`config.mk`:
```
export PLATFORM = sky130hd
export DESIGN_NAME = controle_rodada_jog
export DESIGN_NICKNAME = d
export VERILOG_FILES = /design/src/rtl/jogo_pkg.sv /design/src/rtl/comparador_jog.sv /design/src/rtl/gerador_padrao_lfsr.sv /design/src/rtl/controle_rodada_jog.sv
export SDC_FILE = /design/constraint.sdc
export NUM_CORES = 1
export LEC_CHECK = 0
export ABC_AREA = 0
export CAP_MARGIN = 20
export CORE_ASPECT_RATIO = 1.4
export CORE_MARGIN = 4
export CORE_UTILIZATION = 50
export CTS_CLUSTER_SIZE = 14
export DETAILED_ROUTE_END_ITERATION = 8
export HOLD_SLACK_MARGIN = 0.12
export PLACE_DENSITY = 0.84
export SYNTH_ARGS = -nofsm -noshare
export SYNTH_HDL_FRONTEND = slang
export SYNTH_SLANG_ARGS = --single-unit
```
`constraint.sdc`:
```
create_clock -name clock -period 3 [get_ports clock]
set_input_delay 0.6 -clock clock [delete_from_list [all_inputs] [get_ports clock]]
set_output_delay 0.6 -clock clock [all_outputs]
set_load 0.02 [all_outputs]
```
`src/rtl/jogo_pkg.sv`:
```
// Shared definitions for the button game: FSM state codes, LFSR taps and seed,
// plus the "pattern has a winning group" helper used by the pattern generator.
package jogo_pkg;

    typedef enum logic [3:0] {
        INICIAL  = 4'd0,
        PREPARAR = 4'd1,
        ESPERA   = 4'd2,
        COMPARAR = 4'd3,
        REGISTRA = 4'd4,
        PROXIMA  = 4'd5,
        FIM      = 4'd15
    } estado_t;

    // x^8 + x^6 + x^5 + x^4 + 1 for a left-shifting Fibonacci register
    localparam logic [7:0] LFSR_TAPS      = 8'hB8;
    localparam logic [7:0] SEMENTE_PADRAO = 8'hA5;

    function automatic logic tem_grupo_zero(input logic [7:0] v);
        logic achou;
        achou = 1'b0;
        for (int g = 0; g < 4; g++) begin
            if (v[2*g +: 2] == 2'b00) achou = 1'b1;
        end
        return achou;
    endfunction

endpackage

```
`src/rtl/comparador_jog.sv`:
```
// Hit detector: a play hits when any pressed button sits on a 2'b00 group of A.
module comparador_jog (
    input  logic [7:0] A,
    input  logic [3:0] B,
    output logic       acerto
);

    always_comb begin
        acerto = 1'b0;
        for (int i = 0; i < 4; i++) begin
            if ((A[2*i +: 2] == 2'b00) && B[i]) acerto = 1'b1;
        end
    end

endmodule

```
`src/rtl/gerador_padrao_lfsr.sv`:
```
// Board pattern source: 8-bit Fibonacci LFSR with seed load, advance enable and
// forcing of group rodada to 2'b00 when the raw value has no winning group.
module gerador_padrao_lfsr
    import jogo_pkg::*;
#(
    parameter logic [7:0] SEMENTE = SEMENTE_PADRAO
) (
    input  logic       clock,
    input  logic       reset,
    input  logic       avanca,
    input  logic [1:0] rodada,
    output logic [7:0] padrao_prox
);

    logic [7:0] lfsr_q;

    always_ff @(posedge clock) begin
        if (reset) begin
            lfsr_q <= SEMENTE;
        end else if (avanca) begin
            lfsr_q <= {lfsr_q[6:0], ^(lfsr_q & LFSR_TAPS)};
        end
    end

    always_comb begin
        padrao_prox = lfsr_q;
        if (!tem_grupo_zero(lfsr_q)) padrao_prox[{rodada, 1'b0} +: 2] = 2'b00;
    end

endmodule

```
`src/rtl/controle_rodada_jog.sv`:
```
// Round sequencer for the button game: shows a pattern, waits for a fresh press,
// scores hit/miss and ends after NUM_RODADAS rounds. TIMEOUT_JOGADA_EN adds the play timer.
module controle_rodada_jog
    import jogo_pkg::*;
#(
    parameter int          NUM_RODADAS = 8,
    parameter int          TIMEOUT     = 1000,
    parameter logic [7:0]  SEMENTE     = SEMENTE_PADRAO,
    localparam int         W           = $clog2(NUM_RODADAS + 1)
) (
    input  logic         clock,
    input  logic         reset,
    input  logic         iniciar,
    input  logic [3:0]   jogada,
    output logic [7:0]   padrao,
    output logic [W-1:0] rodada,
    output logic [W-1:0] acertos,
    output logic [W-1:0] erros,
    output logic         esperando,
    output logic         acerto_rodada,
    output logic         erro_rodada,
    output logic         timeout,
    output logic         pronto,
    output logic [3:0]   db_estado
);

    if (NUM_RODADAS < 1 || NUM_RODADAS > 255 || SEMENTE == 8'h00 || TIMEOUT < 1) begin : g_parametro_invalido
        $error("controle_rodada_jog: invalid parameter set");
    end

    estado_t      estado_q;
    logic [7:0]   padrao_q;
    logic [W-1:0] rodada_q, acertos_q, erros_q;
    logic [3:0]   jogada_ant_q, jogada_reg_q;
    logic         acerto_q, erro_q;
    logic         aceita, acerto_cmp, avanca;
    logic [1:0]   grupo_alvo;
    logic [7:0]   padrao_prox;

    // A play counts only on a 0000 -> nonzero edge, so held buttons never re-trigger.
    assign aceita     = (estado_q == ESPERA) && (jogada_ant_q == 4'b0000) && (jogada != 4'b0000);
    assign avanca     = (estado_q == PREPARAR);
    assign grupo_alvo = (estado_q == PROXIMA) ? 2'(rodada_q + 1'b1) : 2'b00;

`ifdef TIMEOUT_JOGADA_EN
    localparam int TW = (TIMEOUT > 1) ? $clog2(TIMEOUT) : 1;
    logic [TW-1:0] timer_q;
    logic          expira;
    // NOTE: combinational so the pulse lands in the last espera cycle, not one after.
    assign expira  = (estado_q == ESPERA) && (timer_q == TW'(TIMEOUT - 1)) && !aceita;
    assign timeout = expira;
`else
    assign timeout = 1'b0;
`endif

    comparador_jog u_comparador (
        .A      (padrao_q),
        .B      (jogada_reg_q),
        .acerto (acerto_cmp)
    );

    gerador_padrao_lfsr #(.SEMENTE(SEMENTE)) u_gerador (
        .clock       (clock),
        .reset       (reset),
        .avanca      (avanca),
        .rodada      (grupo_alvo),
        .padrao_prox (padrao_prox)
    );

    always_ff @(posedge clock) begin
        if (reset) begin
            estado_q     <= INICIAL;
            padrao_q     <= '0;
            rodada_q     <= '0;
            acertos_q    <= '0;
            erros_q      <= '0;
            jogada_ant_q <= '0;
            jogada_reg_q <= '0;
            acerto_q     <= 1'b0;
            erro_q       <= 1'b0;
`ifdef TIMEOUT_JOGADA_EN
            timer_q      <= '0;
`endif
        end else begin
            jogada_ant_q <= jogada;
            acerto_q     <= 1'b0;
            erro_q       <= 1'b0;
            case (estado_q)
                INICIAL, FIM: begin
                    if (iniciar) begin
                        acertos_q <= '0;
                        erros_q   <= '0;
                        rodada_q  <= '0;
                        padrao_q  <= padrao_prox;
                        estado_q  <= PREPARAR;
                    end
                end
                PREPARAR: begin
`ifdef TIMEOUT_JOGADA_EN
                    timer_q  <= '0;
`endif
                    estado_q <= ESPERA;
                end
                ESPERA: begin
                    if (aceita) begin
                        jogada_reg_q <= jogada;
                        estado_q     <= COMPARAR;
                    end
`ifdef TIMEOUT_JOGADA_EN
                    else if (expira) begin
                        erro_q   <= 1'b1;
                        erros_q  <= erros_q + 1'b1;
                        estado_q <= REGISTRA;
                    end else begin
                        timer_q  <= timer_q + 1'b1;
                    end
`endif
                end
                COMPARAR: begin
                    // Score is committed here so pulse and counter appear together in registra.
                    if (acerto_cmp) begin
                        acerto_q  <= 1'b1;
                        acertos_q <= acertos_q + 1'b1;
                    end else begin
                        erro_q    <= 1'b1;
                        erros_q   <= erros_q + 1'b1;
                    end
                    estado_q <= REGISTRA;
                end
                REGISTRA: estado_q <= PROXIMA;
                PROXIMA: begin
                    if (rodada_q == W'(NUM_RODADAS - 1)) begin
                        estado_q <= FIM;
                    end else begin
                        rodada_q <= rodada_q + 1'b1;
                        padrao_q <= padrao_prox;
                        estado_q <= PREPARAR;
                    end
                end
                default: estado_q <= INICIAL;
            endcase
        end
    end

    assign padrao        = padrao_q;
    assign rodada        = rodada_q;
    assign acertos       = acertos_q;
    assign erros         = erros_q;
    assign esperando     = (estado_q == ESPERA);
    assign acerto_rodada = acerto_q;
    assign erro_rodada   = erro_q;
    assign pronto        = (estado_q == FIM);
    assign db_estado     = estado_q;

endmodule

```
== After elaboration in Yosys (flattened, before gate mapping) ==
Index checks and enable logic that the tools add are counted.

* Add/sub/neg operators: 4
* Multiply operators: 0
* Div/mod/pow operators: 0
* Magnitude comparators: 0
* Equality and inequality tests: 12
* Shift operators: 2
* Multiplexer cells: 27
* Bitwise operators: 1
* Reductions and logical operators: 27

{| class="wikitable"
|+ Operator list
! cell !! count
|-
| $mux W4 || 7
|-
| $mux W8 || 3
|-
| $pmux W4 S2 || 3
|-
| $pmux W4 S6 || 1
|-
| $logic_not A2 Y1 || 8
|-
| $pmux W8 S2 || 1
|-
| $add A4 B1 Y4 const B || 3
|-
| $eq A4 B3 Y1 const B || 3
|-
| $mux W1 || 10
|-
| $reduce_and A3 Y1 || 3
|-
| $bwmux W8 || 1
|-
| $eq A4 B2 Y1 const B || 2
|-
| $logic_not A4 Y1 || 2
|-
| $ne A2 B2 Y1 const B || 4
|-
| $reduce_xor A8 Y1 || 1
|-
| $shift A2 B5 Y8 const A || 1
|-
| $shiftx A2 B5 Y8 const A || 1
|-
| $logic_and A1 B1 Y1 || 6
|-
| $neg A3 Y5 || 1
|-
| $eq A4 B1 Y1 const B || 1
|-
| $eq A4 B4 Y1 const B || 1
|-
| $reduce_and A2 Y1 || 2
|-
| $reduce_bool A2 Y1 || 2
|-
| $reduce_bool A4 Y1 || 1
|-
| 4 further kinds || 5
|}

* Register bits: 42
* Bits in latches: 0
* RAM bits: 0
* ROM bits: 0
* Word-level logic and storage cells: 83
* Memories: 0

== Longest topological paths before layout ==
* Depth in word-level cells: 8
* Depth in mapped cells: 7

== Cells and area by module ==
A second synthesis with hierarchy kept.

* Cell total of the unflattened synthesis: 248
* Area, all modules: 2138.3 sq um

{| class="wikitable"
|+ Modules (own cells, without submodules)
! module !! times used !! cells each !! area an instance (sq um)
|-
| controle_rodada_jog || 1 || 190 || 1662.8
|-
| gerador_padrao_lfsr || 1 || 51 || 441.7
|-
| comparador_jog || 1 || 7 || 33.8
|}

== Worst setup path after synthesis ==
OpenSTA, ideal clock, no wires.

* Path kind: reg2reg
* From: reg estado_q[1], in the netlist db_estado[1]
* To: reg jogada_reg_q[0]
* Data arrival time: 2.066 ns
* Data required time: 2.872 ns
* Slack: 0.806 ns
* Stages on the path, launching flop included: 6
* Path buffers: 1
* Period minus slack after synthesis: 2.194 ns
* Path through: dfxtp_1 > buf_4 > nor4b_1 > nand2_1 > mux2i_1 > nor2_1

* Word-level cells in the longest chain between the ends: 4

{| class="wikitable"
|+ Ends and longest elaborated chain
! item !! line !! RTL
|-
| from (decl) || controle_rodada_jog.sv:31 || <nowiki>estado_t estado_q;</nowiki>
|-
| from (signal assigned) || controle_rodada_jog.sv:72 || <nowiki>estado_q <= INICIAL;</nowiki>
|-
| from (signal assigned) || controle_rodada_jog.sv:95 || <nowiki>estado_q <= PREPARAR;</nowiki>
|-
| from (signal assigned) || controle_rodada_jog.sv:102 || <nowiki>estado_q <= ESPERA;</nowiki>
|-
| $eq A4 B2 Y1 * || -- ||
|-
| named net esperando || controle_rodada_jog.sv:19 || <nowiki>output logic esperando,</nowiki>
|-
| $logic_and A1 B1 Y1 (2 in a row) || controle_rodada_jog.sv:41 || <nowiki>assign aceita = (estado_q == ESPERA) && (jogada_ant_q == 4'b0000) && (jogada != 4'b0000);</nowiki>
|-
| $reduce_and A2 Y1 (no source line) * || -- ||
|-
| to (signal assigned) || controle_rodada_jog.sv:106 || <nowiki>jogada_reg_q <= jogada;</nowiki>
|-
| to (decl) || controle_rodada_jog.sv:34 || <nowiki>logic [3:0] jogada_ant_q, jogada_reg_q;</nowiki>
|}

Mark *: on every way through the listed nets, which the timed path passes. The rest lies on a longest branch.
A chain may end at the register's enable or synchronous reset.

== Worst setup path after layout ==
* From: reg estado_q[1], in the netlist db_estado[1]
* To: out esperando

* Word-level cells in the longest chain between the ends: 1

{| class="wikitable"
|+ Ends and longest elaborated chain
! item !! line !! RTL
|-
| $eq A4 B2 Y1 || controle_rodada_jog.sv:149 || <nowiki>assign esperando = (estado_q == ESPERA);</nowiki>
|-
| to (decl) || controle_rodada_jog.sv:19 ||
|}

Every way passes these cells.

==> flow_metrics.env <==
export IMPL_status="complete, no violations"
export IMPL_start_util_pct=53.0
export IMPL_yosysMostFrequentCell="dfxtp_1"
export IMPL_first_pass_iters=4
export IMPL_regArea_sq_um=841
export IMPL_grt_pass1_vias=1607
export IMPL_cts_max_level=2
export IMPL_drt_iter0_drc=91
export IMPL_min_delay_start="u_gerador.lfsr_q[5]$_SDFFE_PP1N_"
export IMPL_synthCells=232
export IMPL_period_share_pct=88.0
export IMPL_seqPwrFrac_pct=40.9
export IMPL_synth_top_area_share_pct=42.8
export IMPL_multi_input_area_sq_um=1050
export IMPL_min_path_cells=2
export IMPL_power_per_cell_area_nw_per_um2=815
export IMPL_cts_hold_buffers=0
export IMPL_pre_cts_slack_ns=0.634
export IMPL_routabilityCongestion=0.843
export IMPL_crit_fanout=11
export IMPL_drc=0
export IMPL_swShare_pct=40.2
export IMPL_clock_sinks=42
export IMPL_synth_fp_nets=243
export IMPL_arrival_ns=2.04
export IMPL_p_switching_w=0.000788
export IMPL_utilization_pct=64.8
export IMPL_hold_end="u_gerador.lfsr_q[6]$_SDFFE_PP0N_"
export IMPL_routed_via_density=5.73
export IMPL_synth_area_sq_um=1970
export IMPL_startpoint_type="flop"
export IMPL_yosysWarnings=0
export IMPL_ys_seq_area_share_pct=42.8
export IMPL_pwr_share_clk_pct=18.7
export IMPL_cp_slowest_cell="clkdlybuf4s50_1"
export IMPL_cp_slowest_stage_delay_ns=0.72
export IMPL_fin_setup_tns_ns=0
export IMPL_core_area_sq_um=3710
export IMPL_path_class="reg2out"
export IMPL_leakage_nw=0.881
export IMPL_vias=1747
export IMPL_layout_drive_gt1_share_pct=7.98
export IMPL_worst_slack_ns=0.361
export IMPL_finalCriticalPeriod_ns=2.64
export IMPL_path_clk_slew_ns=0.08
export IMPL_area_delta_synth_final_pct=22.3
export IMPL_cp_required_ns=2.40
export IMPL_cts_made_buffers=5
export IMPL_pwr_share_comb_pct=40.4
export IMPL_cts_resized=0
export IMPL_die_x_microns=61.0
export IMPL_die_y_microns=82.2
export IMPL_grt_max_degree=27
export IMPL_ys_ff_latch=42
export IMPL_avgSynthCellArea_sq_um=8.47
export IMPL_yosysTopAreaCell="dfxtp_1"
export IMPL_ys_types=53
export IMPL_drv_cap=0
export IMPL_place_hpwl_mm=3.26
export IMPL_fill_cells=332
export IMPL_rrSetupSlack_ns=1.08
export IMPL_skew_ns=0.00610
export IMPL_relSlewSlack_pct=55.9
export IMPL_root_buffer="clkbuf_8"
export IMPL_end_kind="output port"
export IMPL_io_pins=36
export IMPL_fmax_ghz=0.379
export IMPL_antenna_found_initial=0
export IMPL_overflow=0
export IMPL_crit_buf_inv=1
export IMPL_setup_violations_final=0
export IMPL_timing_rr_start="rodada[0]$_SDFFE_PP0P_"
export IMPL_peakVddDrop_uv=547
export IMPL_wl_per_cell_microns=14.3
export IMPL_reg2reg_to="padrao[5]$_SDFFE_PP0P_"
export IMPL_grt_pass1_wl_mm=7.12
export IMPL_wirelength_mm=4.36
export IMPL_rr_worst_depth=6
export IMPL_async_reset_ff_share_pct=0
export IMPL_cp_top_family="buffers and inverters"
export IMPL_synth_area_leaders="dfxtp_1 43%, nand2_1 5.9%, a21oi_1 5.6%"
export IMPL_tightestPinTransition_ns=0.659
export IMPL_clk_latency_ns=0.30
export IMPL_synthTopCellsByCount="42 x dfxtp_1, 31 x nand2_1, 23 x nor2_1, 22 x a21oi_1, 15 x nand3_1"
export IMPL_grtUsageTotal_pct=18.8
export IMPL_rsz0062_at_grt="no"
export IMPL_tritoncts="done"
export IMPL_clk_path_buf_depth=2
export IMPL_ys_flop_type="dfxtp_1"
export IMPL_final_nets=273
export IMPL_antenna_cells=0
export IMPL_dieArea_sq_um=5010
export IMPL_slew_violations=0
export IMPL_stdcell_area_sq_um=2400
export IMPL_cts_setup_buffers=0
export IMPL_hold_viol=0
export IMPL_hp_class="reg2reg"
export IMPL_path_cells="nor4b_1 -> clkdlybuf4s50_1"
export IMPL_synth_edf_count=0
export IMPL_internal_power_w=0.00117
export IMPL_placed_area_sq_um=2310
export IMPL_antenna_left=0
export IMPL_num_rows=26
export IMPL_io_buffers=34
[cells in the final DEF, fill, tap and decap left out, types with 2 or more instances in the layout]
master           instances
nand3_1                 15
or3_1                    3
nand3b_1                 8
nand2_1                 31
o31ai_1                  2
nand2b_1                 5
clkbuf_8                 5
o21ai_0                  7
a22o_1                   3
dfxtp_1                 42
nor2b_1                  6
a31oi_1                  4
a21oi_1                 22
or4_1                    2
nor4_1                   2
ha_1                     4
a211o_1                  2
inv_1                    4
clkdlybuf4s50_1         34
nor2_1                  23
mux2i_1                  5
[through the flow]
stage | total power [W] | hold WS (ns) | cells
5_1_grt | 0.00210 | 0.501 | 305
3_3_place_gp | 0.00158 | 0.458 | 297
3_5_place_dp | 0.00161 | 0.470 | 297
2_1_floorplan | 0.00136 | 0.445 | 232
6_report | 0.00196 | 0.475 | 305
4_1_cts | 0.00197 | 0.481 | 305
[cells by family (layout without fill, tap and decap cells)]
family | after synthesis | after routing | share of synthesized area, %
buffers and inverters | 16 | 47 | 4.01
muxes | 5 | 5 | 2.55
and+or+nand+nor | 109 | 109 | 29.0
adders and majority gates | 4 | 4 | 2.55
other | 1 | 1 | 0.191
AOI/OAI and AO/OA | 53 | 53 | 18.0
DFF | 42 | 42 | 42.8
xor gates and xnor gates | 2 | 2 | 0.891
[sequential cells by signal, summed over array words and instances (netlist names)]
register,cells
db_estado,4
jogada_ant_q,4
erro_rodada,1
jogada_reg_q,4
acerto_rodada,1
acertos,4
padrao,8
erros,4
u_gerador.lfsr_q,8
rodada,4
[how the worst max path moves through the flow]
stage / from / end / slack [ns] / depth (start not counted)
3_3_place_gp: db_estado[1]$_SDFFE_PP0P_ / esperando / 0.64 / 2
4_1_cts: db_estado[1]$_SDFFE_PP0P_ / esperando / 0.30 / 2
6_report: db_estado[1]$_SDFFE_PP0P_ / esperando / 0.36 / 2
3_5_place_dp: db_estado[1]$_SDFFE_PP0P_ / esperando / 0.63 / 2
5_1_grt: db_estado[1]$_SDFFE_PP0P_ / esperando / 0.15 / 2
2_1_floorplan: db_estado[1]$_SDFFE_PP0P_ / jogada_reg_q[0]$_SDFFE_PP0P_ / 0.81 / 5
[worst min-delay path, cell delays in order (launching register included)]
cell and delay, ns:
dfxtp_1 0.33, nand2_1 0.06, a21oi_1 0.05
[final cells by class]
cell class | count | area share, %
clock buffers | 5 | 2.86
clock inverters | 3 | 0.884
inverters | 4 | 0.624
multi-input cells | 174 | 43.5
flip-flops and latches | 42 | 35.0
well taps | 42 | 2.19
repair buffers | 35 | 15.0
[per-layer routing]
layer	vias up	global-route usage (%)	part of all wire, %
met3	4	4.51	4.0
met4	0	5.42	1.3
li1	875	-	-
met1	830	21.0	40
met5	-	0	0
met2	38	34.4	55
[power groups by stage]
stage / registers, W / clock network [W] / logic, W
after floorplan: 0.000831 / 0 / 0.000532
after global placement: 0.000808 / 0 / 0.000776
after detailed placement: 0.000814 / 0 / 0.000792
after CTS: 0.000801 / 0.000374 / 0.000798
after global routing: 0.000822 / 0.000398 / 0.000877
final: 0.000803 / 0.000366 / 0.000791
No activity file was read; power rests on OpenSTA's default activity.
